--- src/rtl/vga_frame_reader.sv ---
// rtl/vga_frame_reader.sv - VGA scan-out of an 8-bit grayscale image window read from data memory
// 640x480@60 timing by default; the image window is fetched one read per pixel and shown as gray.
module vga_frame_reader #(
  parameter logic [31:0] BASE_ADR     = 32'h0000_1000,
  parameter int          IMG_X0       = 192,
  parameter int          IMG_Y0       = 112,
  parameter int          IMG_W        = 256,
  parameter int          IMG_H        = 256,
  parameter logic [23:0] BORDER_COLOR = 24'h000000,
  parameter int          H_ACTIVE     = 640,
  parameter int          H_SYNC_START = 656,
  parameter int          H_SYNC_END   = 752,
  parameter int          H_TOTAL      = 800,
  parameter int          V_ACTIVE     = 480,
  parameter int          V_SYNC_START = 490,
  parameter int          V_SYNC_END   = 492,
  parameter int          V_TOTAL      = 525
) (
  input  logic        clk,
  input  logic        reset,
  input  logic        frame_enable,
  output logic        mem_rd_en,
  output logic [31:0] mem_adr,
  input  logic [31:0] mem_rdata,
  output logic        vga_clk,
  output logic        vga_hs,
  output logic        vga_vs,
  output logic        vga_blank_n,
  output logic        vga_sync_n,
  output logic [7:0]  vga_r,
  output logic [7:0]  vga_g,
  output logic [7:0]  vga_b,
  output logic        frame_done
);
  localparam logic [9:0] H_LAST = 10'(H_TOTAL - 1);
  localparam logic [9:0] V_LAST = 10'(V_TOTAL - 1);
  localparam logic [9:0] V_DONE = 10'(V_ACTIVE - 1);
  localparam logic [9:0] H_VIS  = 10'(H_ACTIVE);
  localparam logic [9:0] V_VIS  = 10'(V_ACTIVE);
  localparam logic [9:0] HS0    = 10'(H_SYNC_START);
  localparam logic [9:0] HS1    = 10'(H_SYNC_END);
  localparam logic [9:0] VS0    = 10'(V_SYNC_START);
  localparam logic [9:0] VS1    = 10'(V_SYNC_END);
  localparam logic [9:0] WX0    = 10'(IMG_X0);
  localparam logic [9:0] WX1    = 10'(IMG_X0 + IMG_W);
  localparam logic [9:0] WY0    = 10'(IMG_Y0);
  localparam logic [9:0] WY1    = 10'(IMG_Y0 + IMG_H);

  logic        tick;
  logic [9:0]  h_cnt;
  logic [9:0]  v_cnt;
  logic        frame_en_q;

  logic        visible;
  logic        hsync;
  logic        vsync;
  logic        in_win;
  logic        fetch;
  logic [31:0] idx;

  // Stage 1 waits for the memory read; stage 2 holds the captured byte.
  logic        s1_vis, s1_hs, s1_vs, s1_win;
  logic [1:0]  s1_lane;
  logic        s2_vis, s2_hs, s2_vs, s2_win;
  logic [7:0]  s2_pix;
  logic [7:0]  lane_byte;

  always_comb begin
    visible = (h_cnt < H_VIS) && (v_cnt < V_VIS);
    hsync   = (h_cnt >= HS0) && (h_cnt < HS1);
    vsync   = (v_cnt >= VS0) && (v_cnt < VS1);
    in_win  = (h_cnt >= WX0) && (h_cnt < WX1) && (v_cnt >= WY0) && (v_cnt < WY1);
    fetch   = in_win && frame_en_q;
    idx     = (32'(v_cnt) - 32'(IMG_Y0)) * 32'(IMG_W) + (32'(h_cnt) - 32'(IMG_X0));
  end

  always_comb begin
    lane_byte = mem_rdata[7:0];
    case (s1_lane)
      2'd1:    lane_byte = mem_rdata[15:8];
      2'd2:    lane_byte = mem_rdata[23:16];
      2'd3:    lane_byte = mem_rdata[31:24];
      default: lane_byte = mem_rdata[7:0];
    endcase
  end

  // vga_clk is the inverse of tick so DAC rising edges land mid-pixel.
  always_ff @(posedge clk) begin
    if (reset) begin
      tick       <= 1'b0;
      vga_clk    <= 1'b0;
      h_cnt      <= '0;
      v_cnt      <= '0;
      frame_en_q <= 1'b0;
    end else begin
      tick    <= ~tick;
      vga_clk <= ~tick;
      if (tick) begin
        if (h_cnt == '0 && v_cnt == '0)
          frame_en_q <= frame_enable;
        if (h_cnt == H_LAST) begin
          h_cnt <= '0;
          v_cnt <= (v_cnt == V_LAST) ? '0 : v_cnt + 10'd1;
        end else begin
          h_cnt <= h_cnt + 10'd1;
        end
      end
    end
  end

  always_ff @(posedge clk) begin
    if (reset) begin
      mem_rd_en  <= 1'b0;
      mem_adr    <= BASE_ADR;
      frame_done <= 1'b0;
    end else begin
      mem_rd_en  <= tick && fetch;
      frame_done <= tick && (h_cnt == H_LAST) && (v_cnt == V_DONE);
      if (tick && fetch)
        mem_adr <= BASE_ADR + {idx[31:2], 2'b00};
    end
  end

  // Sync flags travel active-high so cleared stages mean "not in sync".
  always_ff @(posedge clk) begin
    if (reset) begin
      s1_vis      <= 1'b0;
      s1_hs       <= 1'b0;
      s1_vs       <= 1'b0;
      s1_win      <= 1'b0;
      s1_lane     <= '0;
      s2_vis      <= 1'b0;
      s2_hs       <= 1'b0;
      s2_vs       <= 1'b0;
      s2_win      <= 1'b0;
      s2_pix      <= '0;
      vga_hs      <= 1'b1;
      vga_vs      <= 1'b1;
      vga_blank_n <= 1'b0;
      vga_r       <= '0;
      vga_g       <= '0;
      vga_b       <= '0;
    end else if (tick) begin
      s1_vis      <= visible;
      s1_hs       <= hsync;
      s1_vs       <= vsync;
      s1_win      <= fetch;
      s1_lane     <= idx[1:0];
      s2_vis      <= s1_vis;
      s2_hs       <= s1_hs;
      s2_vs       <= s1_vs;
      s2_win      <= s1_win;
      s2_pix      <= s1_win ? lane_byte : 8'h00;
      vga_hs      <= ~s2_hs;
      vga_vs      <= ~s2_vs;
      vga_blank_n <= s2_vis;
      if (!s2_vis) begin
        vga_r <= '0;
        vga_g <= '0;
        vga_b <= '0;
      end else if (s2_win) begin
        vga_r <= s2_pix;
        vga_g <= s2_pix;
        vga_b <= s2_pix;
      end else begin
        vga_r <= BORDER_COLOR[23:16];
        vga_g <= BORDER_COLOR[15:8];
        vga_b <= BORDER_COLOR[7:0];
      end
    end
  end

  assign vga_sync_n = 1'b0;

endmodule

--- config.mk ---
export PLATFORM = sky130hd
export DESIGN_NAME = vga_frame_reader
export DESIGN_NICKNAME = d
export VERILOG_FILES = /design/src/rtl/vga_frame_reader.sv
export SDC_FILE = /design/constraint.sdc
export NUM_CORES = 1
export LEC_CHECK = 0
export BUFFER_PORTS_ARGS = -buffer_cell sky130_fd_sc_hd__clkbuf_2
export CAP_MARGIN = 15
export CELL_PAD_IN_SITES_DETAIL_PLACEMENT = 2
export CELL_PAD_IN_SITES_GLOBAL_PLACEMENT = 2
export CORE_MARGIN = 2
export CORE_UTILIZATION = 34
export DETAILED_ROUTE_END_ITERATION = 12
export PLACE_DENSITY_LB_ADDON = 0.1
export SLEW_MARGIN = 20
export SYNTH_ARGS = -nofsm -noshare
export SYNTH_HDL_FRONTEND = slang
export SYNTH_SLANG_ARGS = --single-unit
--- constraint.sdc ---
create_clock -name clk -period 8.9 [get_ports clk]
set_input_delay 1.78 -clock clk [delete_from_list [all_inputs] [get_ports clk]]
set_output_delay 1.78 -clock clk [all_outputs]
set_load 0.02 [all_outputs]
* After elaboration in Yosys (flattened, before gate mapping)
Cells that the tools add are included.
Storage, ports and cells: register bits 85, output and inout port bits 63, logic and storage cells 67, bits of input ports 35
Cells by class: bitwise operators 3, reductions and logical operators 15, order comparisons 10, equality and inequality tests 6, multiplexer cells 6, add/subtract/negate cells 6
Operator list (count):
- $lt A10 B9 Y1 const B | 4
- $mux W8 | 3
- $pmux W8 S3 | 1
- $add A14 B20 Y21 const A | 1
- $add A10 B1 Y10 const B | 2
- $add A19 B11 Y20 | 1
- $eq A10 B10 Y1 const B | 2
- $logic_not A10 Y1 | 2
- $lt A10 B10 Y1 const B | 2
- $mux W10 | 2
- $logic_and A1 B1 Y1 | 11
- $sub A10 B7 Y11 const B | 1
- $sub A10 B8 Y11 const B | 1
- $eq A10 B9 Y1 const B | 1
- $ge A10 B10 Y1 const B | 1
- $ge A10 B7 Y1 const B | 1
- $ge A10 B8 Y1 const B | 1
- $ge A10 B9 Y1 const B | 1
- $eq A2 B2 Y1 const B | 2
- $reduce_and A2 Y1 | 2
- $not A1 Y1 | 3
- $eq A2 B1 Y1 const B | 1

* Logic depth before layout (Yosys ltp)
depth in word-level cells 6, mapped depth 16, gate-level depth less buffers 14

* Worst setup path after synthesis
OpenSTA, ideal clock, no wires.
path type register to register, start point register h_cnt[6], end point register mem_adr[30], slack 5.754 ns, library setup time 0.131 ns, required time 8.769 ns, arrival time 3.015 ns, path buffers 2, stages on the path, launching flop included 17, clock period less this slack 3.146 ns, path through dfxtp_1 -> ha_1 -> buf_6 -> or3_1 -> buf_6 -> clkinv_8 -> ha_1 -> and4b_1 -> a32oi_1 -> nand2_1 -> nor2_1 -> ha_1 -> inv_1 -> a311oi_2 -> nand2_1 -> o311ai_1 -> a21oi_1
Between the ends: word-level cells in the longest chain between the ends 6, elaborated cells between the ends (all ways) 10, those cells by class add/sub: 3; order compare: 2; reduce/logical: 5
RTL lines:
- start: declaration | line 50 | logic [9:0] h_cnt;
- start signal: assignment | line 105 | h_cnt <= h_cnt + 10'd1;
- branches (longest 6 deep; another with $add A14 B20 Y21)
- end signal: assignment | line 120 | mem_adr <= BASE_ADR + {idx[31:2], 2'b00};
- end: declaration | line 23 | output logic [31:0] mem_adr,
Parallel ways; which one is timed is not known. A chain may end at the register's enable or synchronous reset.

* Worst setup path after layout
start point register h_cnt[6], end point register mem_adr[18]
The elaborated chain is that of the path after synthesis.

==> impl_metrics.tcl <==
set metrics [dict create \
    status "finished, final reports clean" \
    setup_viol 0 \
    p_switching_uw 160 \
    routed_wl_um 12600 \
    critical-path-top-delay-family "compound AO/OA/AOI/OAI gates" \
    fin_nets 582 \
    synth_edf_count 0 \
    start_kind "flip-flop" \
    drive_gt1_frac 0.245 \
    place_hpwl_um 9460 \
    clk_pin_slew_ns 0.06 \
    ios 98 \
    r2r_slack_ns 4.95 \
    crit_path_end_kind "flip-flop" \
    drt_iter0_drc 120 \
    vias 3629 \
    synth_top_area_share 0.345 \
    grt-ovfl-total 0 \
    hold_buffers 0 \
    timing.hold.ws_ns 0.451 \
    cp_max_fo 14 \
    clock_path_buffers 2 \
    die-width_um 115 \
    synth_common_cells "dfxtp_1 (72), nor2_1 (64), nand2_1 (35)" \
    worstSkewPairLatency_ns 0.35 \
    grt_pass1_vias 3795 \
    fin_skew_ns 0.00719 \
    die-area_mm2 0.0132 \
    hold_class "reg2reg" \
    hold_depth 1 \
    seq_power_share 0.426 \
    dpl_cell_area_mm2 0.00450 \
    regToRegEndpoint "mem_adr[18]" \
    holdPathEnd "s1_win" \
    synthFlopType "dfxtp_1" \
    max_slew_margin 0.387 \
    post-route-drc-count 0 \
    post_drt_wl_per_cell_um 18.6 \
    syn_avg_cell_area_um2 8.78 \
    cts_buffers 9 \
    crit_buf_inv 1 \
    initial_utilization 0.348 \
    htree_num_levels 3 \
    num_antenna_cells 0 \
    syn_inst 476 \
    tightest_slew_ns 0.915 \
    crit_chain "ha_1 > or3_1 > clkinv_8 > ha_1 > nor4b_2 > a22oi_1 > a21oi_1 > o311ai_1 > a221oi_1 > a21boi_1 > o21ai_1" \
    numClockSinks 72 \
    reg2reg_from "h_cnt[6]" \
    r2r_cells 11 \
    firstDrtPassIters 4 \
    async_reset_ff_frac 0 \
    core_mm2 0.0120 \
    cp_slowest_cell "a221oi_1" \
    grtUsageTotal 0.198 \
    cp_data_arrival_time_ns 4.17 \
    max_stage_delay_ns 0.57 \
    ys_types 67 \
    min_period_over_period 0.444 \
    switching_share 0.208 \
    antenna_found_initial 0 \
    cts_tree "done" \
    vias_per_cell 5.36 \
    syn_area_mm2 0.00418 \
    ir_drop_mv 0.0610 \
    postCtsSetupBuffers 0 \
    area_delta_synth_final_pct 15.5 \
    yosysMostFrequentCell "dfxtp_1" \
    drtAntennaViolNets 0 \
    leakagePower_uw 0.00201 \
    grt_max_degree 51 \
    die_y_um 115 \
    maxCapViolCount 0 \
    grt_pass1_wl_um 20300 \
    p_per_area_mw_per_mm2 160 \
    drv_slew 0 \
    internal_power_uw 611 \
    hold_violations 0 \
    yosysSeqAreaShare 0.345 \
    p_comb_frac 0.045 \
    cts_root_buf "clkbuf_16" \
    ys_warn_count 0 \
    io_buffers 94 \
    gp_congestion 0.772 \
    required_ns 9.13 \
    crit_type "reg2reg" \
    setup_tns_ns 0 \
    hp-start "s1_win" \
    synth.largest_area_cell "dfxtp_1" \
    finalCriticalPeriod_ns 3.95 \
    fp-row-count 40 \
    cts-resized-gates 0 \
    crit_path_frequent_cell "ha_1" \
    postLayoutCellArea_mm2 0.00483 \
    synth_seq_cells 72 \
    pwr-share-clk 0.530 \
    yosys-top-cells-area "dfxtp_1 (34%), nor2_1 (5.7%), ha_1 (5.7%)" \
    max_freq_ghz 0.253 \
    rsz0062_at_grt "no" \
]
-- registers in the layout (all words and copies together), names as in the netlist, 2 cells and up --
signal   count
s2_pix       8
h_cnt       10
v_cnt       10
vga_b        8
s1_lane      2
mem_adr     19
-- layout make-up --
cell class	count	area [µm²]
clock buffer	10	229
clock inverter	4	95.1
sequential	72	1440
fill	1376	7180
inverter	20	87.6
multi-input combinational	328	2310
timing repair buffer	96	485
tap	147	184
-- metrics by stage --
stage | instances | power (µW) | utilization | worst slack [ns]
3_5_place_dp | 663 | 370 | 0.375 | 4.98
6_report | 677 | 771 | 0.402 | 4.95
4_1_cts | 677 | 781 | 0.402 | 4.94
2_1_floorplan | 478 | 356 | - | 5.75
3_3_place_gp | 663 | 369 | 0.375 | 5.31
5_1_grt | 677 | 797 | 0.402 | 4.61
-- worst register-to-register path: stages, from the launching register on --
cell and delay [ns]:
dfxtp_1 0.45, ha_1 0.41, or3_1 0.43, clkinv_8 0.16
ha_1 0.37, nor4b_2 0.34, a22oi_1 0.15, a21oi_1 0.40
o311ai_1 0.19, a221oi_1 0.57, a21boi_1 0.27, o21ai_1 0.10
-- power groups by stage --
stage / clock network, µW / logic, µW / registers (µW)
5_1_grt: 430 / 38.1 / 329
4_1_cts: 417 / 35.3 / 328
3_5_place_dp: 0 / 34.9 / 336
3_3_place_gp: 0 / 34.0 / 335
2_1_floorplan: 0 / 22.4 / 334
6_report: 409 / 34.3 / 328
-- placed cells by master, fill, tap and decap left out, types with 4 or more instances in the layout --
master	n
a211oi_1	6
a21oi_1	22
a22o_1	8
a22oi_1	9
clkbuf_16	9
clkbuf_2	94
dfxtp_1	72
ha_1	19
inv_1	16
mux2i_1	11
mux4_2	8
nand2_1	35
nand2b_1	6
nand3_1	10
nand4_1	9
nor2_1	64
nor3_1	4
nor4_1	4
o21ai_0	13
or3_1	5
xnor2_1	22
xor2_1	11
-- cell families (layout without fill, tap and decap cells) --
group | after synthesis | in the layout | share of synthesized area
AO/OA/AOI/OAI | 90 | 90 | 0.152
flip-flops | 72 | 72 | 0.345
AND/OR/NAND/NOR | 162 | 162 | 0.193
other | 1 | 3 | 0.000897
adder cells (fa/ha/maj) | 20 | 20 | 0.0617
buffers and inverters | 78 | 130 | 0.105
multiplexers | 19 | 19 | 0.0695
XOR/XNOR | 34 | 34 | 0.0731
-- worst max-delay path by stage --
stage | from | to | slack, ns | cells past startpoint
floorplan | h_cnt[6] | mem_adr[30] | 5.75 | 16
global placement | h_cnt[6] | mem_adr[30] | 5.31 | 14
detailed placement | h_cnt[6] | mem_adr[18] | 4.98 | 11
CTS | h_cnt[6] | mem_adr[18] | 4.94 | 11
global route | h_cnt[6] | mem_adr[19] | 4.61 | 11
finish | h_cnt[6] | mem_adr[18] | 4.95 | 11
-- routing by layer --
| layer | vias to the layer above | track usage | part of all wire |
|---|---|---|---|
| li1 | 1736 | - | - |
| met1 | 1821 | 0.251 | 0.46 |
| met2 | 58 | 0.341 | 0.49 |
| met3 | 14 | 0.0322 | 0.029 |
| met4 | 0 | 0.0723 | 0.016 |
| met5 | - | 0 | 0 |
Power figures use the tool's default switching activity.
